===== src/rtl/pwm_capture.sv =====
// -----------------------------------------------------------------------------
// pwm_capture
//   Measures an external PWM waveform: high time and rise-to-rise period in clk
//   cycles, an 8-bit duty value, and flags for a stuck line (no edge for
//   TIMEOUT cycles) and an off-nominal period (outside PERIOD +/- TOL).
//
// Ports
//   clk         in   1      system clock
//   rst         in   1      asynchronous, active-high reset
//   enable      in   1      1 = measure; 0 = re-arm, hold outputs
//   pwm_in      in   1      asynchronous PWM input
//   duty_cycle  out  8      last measured duty, min(high time, 255)
//   high_cnt    out  CNT_W  last measured high time in cycles
//   period_cnt  out  CNT_W  last measured period (rise to rise) in cycles
//   valid       out  1      one-cycle pulse when the outputs above update
//   stuck       out  1      line static for >= TIMEOUT cycles
//   period_err  out  1      last period outside PERIOD +/- TOL
// -----------------------------------------------------------------------------
module pwm_capture #(
  parameter int CNT_W   = 16,
  parameter int PERIOD  = 256,
  parameter int TOL     = 4,
  parameter int TIMEOUT = 1024
) (
  input  logic             clk,
  input  logic             rst,
  input  logic             enable,
  input  logic             pwm_in,
  output logic [7:0]       duty_cycle,
  output logic [CNT_W-1:0] high_cnt,
  output logic [CNT_W-1:0] period_cnt,
  output logic             valid,
  output logic             stuck,
  output logic             period_err
);

  // Timeout counter can reach TIMEOUT itself, where it parks so the stuck
  // event fires exactly once per static stretch.
  localparam int TCNT_W = $clog2(TIMEOUT + 1);

  localparam logic [CNT_W-1:0]  CNT_MAX   = '1;
  localparam logic [CNT_W-1:0]  DUTY_MAX  = CNT_W'(255);
  localparam logic [CNT_W-1:0]  ERR_LO    = CNT_W'(PERIOD - TOL);
  localparam logic [CNT_W-1:0]  ERR_HI    = CNT_W'(PERIOD + TOL);
  localparam logic [TCNT_W-1:0] TCNT_FIRE = TCNT_W'(TIMEOUT - 1);
  localparam logic [TCNT_W-1:0] TCNT_PARK = TCNT_W'(TIMEOUT);

  typedef enum logic [1:0] {
    WAIT_RISE = 2'd0,
    HIGH      = 2'd1,
    LOW       = 2'd2
  } state_e;

  // ---------------------------------------------------------------------------
  // Input synchronizer and edge detection
  // ---------------------------------------------------------------------------
  logic sync1_q, s_q, s_dly_q;
  logic rise, fall, any_edge;

  // NOTE: sequential state uses non-blocking (<=) so every flop samples the
  // pre-edge value of its source; blocking here would collapse the shift chain.
  always_ff @(posedge clk or posedge rst) begin
    if (rst) begin
      sync1_q <= 1'b0;
      s_q     <= 1'b0;
      s_dly_q <= 1'b0;
    end else begin
      sync1_q <= pwm_in;
      s_q     <= sync1_q;
      s_dly_q <= s_q;
    end
  end

  assign rise     = s_q & ~s_dly_q;
  assign fall     = ~s_q & s_dly_q;
  assign any_edge = rise | fall;

  // ---------------------------------------------------------------------------
  // Datapath registers
  // ---------------------------------------------------------------------------
  state_e             state_q, state_d;
  logic [CNT_W-1:0]   hc_q, hc_d;
  logic [CNT_W-1:0]   pc_q, pc_d;
  logic [TCNT_W-1:0]  tcnt_q, tcnt_d;
  logic [7:0]         duty_q, duty_d;
  logic [CNT_W-1:0]   high_q, high_d;
  logic [CNT_W-1:0]   period_q, period_d;
  logic               valid_q, valid_d;
  logic               stuck_q, stuck_d;
  logic               err_q, err_d;

  // A static line overrides the FSM, except that an edge in the same cycle
  // takes the normal path.
  logic timeout_hit;
  assign timeout_hit = enable && !any_edge && (tcnt_q == TCNT_FIRE);

  function automatic logic [CNT_W-1:0] sat_inc(input logic [CNT_W-1:0] v);
    return (v == CNT_MAX) ? v : v + CNT_W'(1);
  endfunction

  // ---------------------------------------------------------------------------
  // FSM: state register
  // ---------------------------------------------------------------------------
  always_ff @(posedge clk or posedge rst) begin
    if (rst) state_q <= WAIT_RISE;
    else     state_q <= state_d;
  end

  // ---------------------------------------------------------------------------
  // FSM: next state
  // ---------------------------------------------------------------------------
  // NOTE: every combinational output gets a default assignment first, so no
  // path through the block can leave it unassigned and infer a latch.
  always_comb begin
    state_d = state_q;
    if (!enable || timeout_hit) begin
      state_d = WAIT_RISE;
    end else begin
      unique case (state_q)
        WAIT_RISE: if (rise) state_d = HIGH;
        HIGH:      if (fall) state_d = LOW;
        LOW:       if (rise) state_d = HIGH;
        default:   state_d = WAIT_RISE;
      endcase
    end
  end

  // ---------------------------------------------------------------------------
  // FSM: counters and measurement outputs
  // ---------------------------------------------------------------------------
  always_comb begin
    hc_d     = hc_q;
    pc_d     = pc_q;
    tcnt_d   = tcnt_q;
    duty_d   = duty_q;
    high_d   = high_q;
    period_d = period_q;
    stuck_d  = stuck_q;
    err_d    = err_q;
    valid_d  = 1'b0;

    if (!enable) begin
      hc_d   = '0;
      pc_d   = '0;
      tcnt_d = '0;
    end else begin
      if (any_edge)                tcnt_d = '0;
      else if (tcnt_q != TCNT_PARK) tcnt_d = tcnt_q + TCNT_W'(1);

      if (timeout_hit) begin
        stuck_d  = 1'b1;
        duty_d   = s_q ? 8'hFF : 8'h00;
        high_d   = '0;
        period_d = '0;
        err_d    = 1'b0;
        valid_d  = 1'b1;
        hc_d     = '0;
        pc_d     = '0;
      end else begin
        unique case (state_q)
          WAIT_RISE: begin
            // First rise only arms: nothing to report without a full period.
            if (rise) begin
              hc_d = CNT_W'(1);
              pc_d = CNT_W'(1);
            end
          end
          HIGH: begin
            pc_d = sat_inc(pc_q);
            if (s_q) hc_d = sat_inc(hc_q);
          end
          LOW: begin
            if (rise) begin
              high_d   = hc_q;
              period_d = pc_q;
              duty_d   = (hc_q > DUTY_MAX) ? 8'hFF : hc_q[7:0];
              err_d    = (pc_q < ERR_LO) || (pc_q > ERR_HI);
              stuck_d  = 1'b0;
              valid_d  = 1'b1;
              // The rise cycle is the first cycle of the next period.
              hc_d     = CNT_W'(1);
              pc_d     = CNT_W'(1);
            end else begin
              pc_d = sat_inc(pc_q);
            end
          end
          default: ;
        endcase
      end
    end
  end

  always_ff @(posedge clk or posedge rst) begin
    if (rst) begin
      hc_q     <= '0;
      pc_q     <= '0;
      tcnt_q   <= '0;
      duty_q   <= '0;
      high_q   <= '0;
      period_q <= '0;
      valid_q  <= 1'b0;
      stuck_q  <= 1'b0;
      err_q    <= 1'b0;
    end else begin
      hc_q     <= hc_d;
      pc_q     <= pc_d;
      tcnt_q   <= tcnt_d;
      duty_q   <= duty_d;
      high_q   <= high_d;
      period_q <= period_d;
      valid_q  <= valid_d;
      stuck_q  <= stuck_d;
      err_q    <= err_d;
    end
  end

  assign duty_cycle = duty_q;
  assign high_cnt   = high_q;
  assign period_cnt = period_q;
  assign valid      = valid_q;
  assign stuck      = stuck_q;
  assign period_err = err_q;

endmodule


===== config.mk =====
export PLATFORM = sky130hd
export DESIGN_NAME = pwm_capture
export DESIGN_NICKNAME = d
export VERILOG_FILES = /design/src/rtl/pwm_capture.sv
export SDC_FILE = /design/constraint.sdc
export NUM_CORES = 1
export LEC_CHECK = 0
export CORE_AREA = 2 2 99 101
export CTS_CLUSTER_DIAMETER = 40
export DETAILED_ROUTE_END_ITERATION = 10
export DIE_AREA = 0 0 101 103
export GPL_TIMING_DRIVEN = 0
export PLACE_DENSITY_LB_ADDON = 0.2
export SYNTH_ARGS = -nofsm -noshare
export SYNTH_HDL_FRONTEND = slang
export SYNTH_SLANG_ARGS = --single-unit
export TNS_END_PERCENT = 10

===== constraint.sdc =====
create_clock -name clk -period 9.4 [get_ports clk]
set_input_delay 2.35 -clock clk [delete_from_list [all_inputs] [get_ports clk]]
set_output_delay 2.35 -clock clk [all_outputs]
set_load 0.02 [all_outputs]

==> results of run 1 <==
==> worst max-delay path: stages <==
cell,delay (ns)
clkdlybuf4s50_1,0.61
a21boi_0,0.73
nand2_1,0.44
a211oi_1,0.30
==> final cells by class <==
type,instances,area (µm²),share of cell area (%)
Buffer,29,113,2.11
Clock buffer,10,128,2.39
Clock inverter,6,48.8,0.913
Inverter,12,47.5,0.889
Multi-Input combinational cell,370,2100,39.3
Sequential cell,91,2280,42.6
Tap cell,114,143,2.67
Timing Repair Buffer,47,488,9.13
==> how the worst min path moves through the flow <==
| stage | startpoint | to | slack (ns) | cells past startpoint |
|---|---|---|---|---|
| detailed placement | sync1_q | s_q | 0.34 | 0 |
| global route | sync1_q | s_q | 0.37 | 0 |
| global placement | sync1_q | s_q | 0.35 | 0 |
| finish | sync1_q | s_q | 0.35 | 0 |
| CTS | sync1_q | s_q | 0.35 | 0 |
| floorplan | sync1_q | s_q | 0.33 | 0 |
==> cell usage after synthesis (8+ instances only) <==
library cell  instances  area (µm²)
nand2_1             101         379
dfrtp_1              91        2280
a21oi_1              62         310
nor2_1               28         105
clkbuf_1             22        82.6
nand3_1              20         100
o21ai_0              16        80.1
a31oi_1              14        87.6
inv_1                12        45.0
ha_1                 11         138
nor3_1               11        55.1
nor4_1                8        50.1
==> layer usage <==
metal  vias to the layer above  track usage (%)  wire length, µm
met5                         -                0                0
met3                        20             2.92              260
met2                        76             37.2             5310
met1                      1986             29.5             4940
met4                         0             10.2              267
li1                       1922                -                -
==> flip-flops by register name, indices dropped and copies added, names as in the netlist, 2 cells and up <==
register / cells
hc_q: 16
pc_q: 16
tcnt_q: 11
duty_cycle: 8
period_cnt: 16
state_q: 2
high_cnt: 16
==> kinds of logic (layout without fill, tap and decap cells) <==
logic type | Yosys count | count (layout) | share of synthesized area [%]
buffers and inverters | 41 | 104 | 3.47
DFF | 91 | 91 | 50.2
and+or+nand+nor | 220 | 220 | 23.4
muxes | 3 | 3 | 0.689
adders and majority gates | 11 | 11 | 3.03
AOI/OAI and AO/OA | 129 | 129 | 17.9
xor gates and xnor gates | 7 | 7 | 1.35
==> power by group <==
group / switching (mW) / internal, mW / leakage [nW]
Clock: 0.149 / 0.0985 / 0.0795
Sequential: 0.00597 / 0.397 / 1.26
Combinational: 0.0483 / 0.0242 / 0.773
==> through the flow <==
stage,utilization (%),hold slack (ns),instances
after detailed placement,54.7,0.338,663
after floorplan,-,0.331,502
after global routing,56.5,0.367,679
after global placement,54.3,0.346,662
after CTS,56.5,0.353,679
final,56.5,0.354,679
==> impl_metrics.ini, run 1 <==
[final_layout]
nNetsFinal = 575
layout_common_cells = nand2_1 (101), dfrtp_1 (91), a21oi_1 (62), clkdlybuf4s50_1 (46), nor2_1 (28)
stdcell_area_um2 = 5350
layout_commonest_cell = nand2_1
areaGrowthSynthToFinish_pct = 17.8
drive_gt1_share_pct = 5.84
num_antenna_cells = 0
fillers = 901

[worst_setup_path]
rrSetupSlack_ns = 6.81
crit_start = enable
required_ns = 9.67
critPathMaxFanout = 9
crit_type = in2reg
cp-end-kind = register
cp-start-kind = input port
endpoint = pc_q[15]
reg2regPathDepth = 7
reg2reg_from = tcnt_q[0]
critPathArrivalTime_ns = 4.44
r2r-end = pc_q[3]

[timing]
rsz0062_at_grt = no
skew_ns = 0.0154
final_hold_viol_count = 0
worstMarginPinSlew_ns = 0.914
setup_viol = 0
fin_ws_ns = 5.23
max_freq_mhz = 240
tns_ns = 0
period_share_pct = 44.4
maxSlewHeadroom_pct = 38.3
period_needed_ns = 4.17
slew_violations = 0

[floorplanning]
dieWidth_um = 101
die_h_um = 103
core_um2 = 9460
row_count = 36
start_util_pct = 48.0
die-area_um2 = 10400
ios = 47

[yosys]
ys_async_sr_fraction_pct = 100
syn_area_um2 = 4540
synth_ff_type = dfrtp_1
syn_nets = 517
synth_edf_count = 0
syn-instance-count = 502
ys_seq_elements = 91
yosysSeqAreaShare_pct = 50.2
syn_avg_cell_area_um2 = 9.04
yosys_warnings = 0
synth_cell_types = 51

[cts]
post-cts-setup-buffer-count = 0
clk_latency_ns = 0.37
numCtsBuffers = 9
clk_root_buffer_cell = clkbuf_8
clkSinkCount = 91
cts_tree = done
cts_resized = 0
cts_hold_buf = 0
clk_pin_slew_ns = 0.09
htree_levels = 3
cts.path.max_buffers = 2

[status]
status = complete, no violations

[drt]
via_per_inst = 5.90
drc_errors = 0
wl_um = 10800
routedWlPerCell_um = 15.9
final_antenna_net_count = 0
drt_first_pass_iters = 5
vias = 4004
drt_iter0_drc = 247

[pwr]
finalPower_mw = 0.724
ir_drop_v = 0.0000670
p_leak_nw = 2.11
power_density_nw_per_um2 = 135

[job]
maxCapViolCount = 0

[global_routing]
grt_pass1_wl_um = 18400
overflow = 0
grt_pass1_vias = 3888
grt_use_total_pct = 22.4
antenna_found_initial = 0
grt_max_degree = 64

[placed_design]
numPortBuffers = 46
dp_slack_ns = 4.91
dp_hpwl_um = 7580
gp_congestion = 0.838
placed_cell_area_um2 = 5170

[min_path]
hold_class = reg2reg
No activity file was read; power rests on OpenSTA's default activity.
==> run 2: changes to the inputs <==
- clock period: 9.4 -> 4.3 ns (I/O delays scaled with it)
==> results of run 2 <==
The final DEF is identical to that of run 1. Status: complete, no violations.
Among the figures that moved: setup slack after placement 4.91 ns -> 1.09 ns; setup slack after layout 5.23 ns -> 1.40 ns; register-to-register setup slack 6.81 ns -> 1.71 ns; total power 0.724 mW -> 1.58 mW; worst IR drop on VDD 0.0000670 V -> 0.000146 V
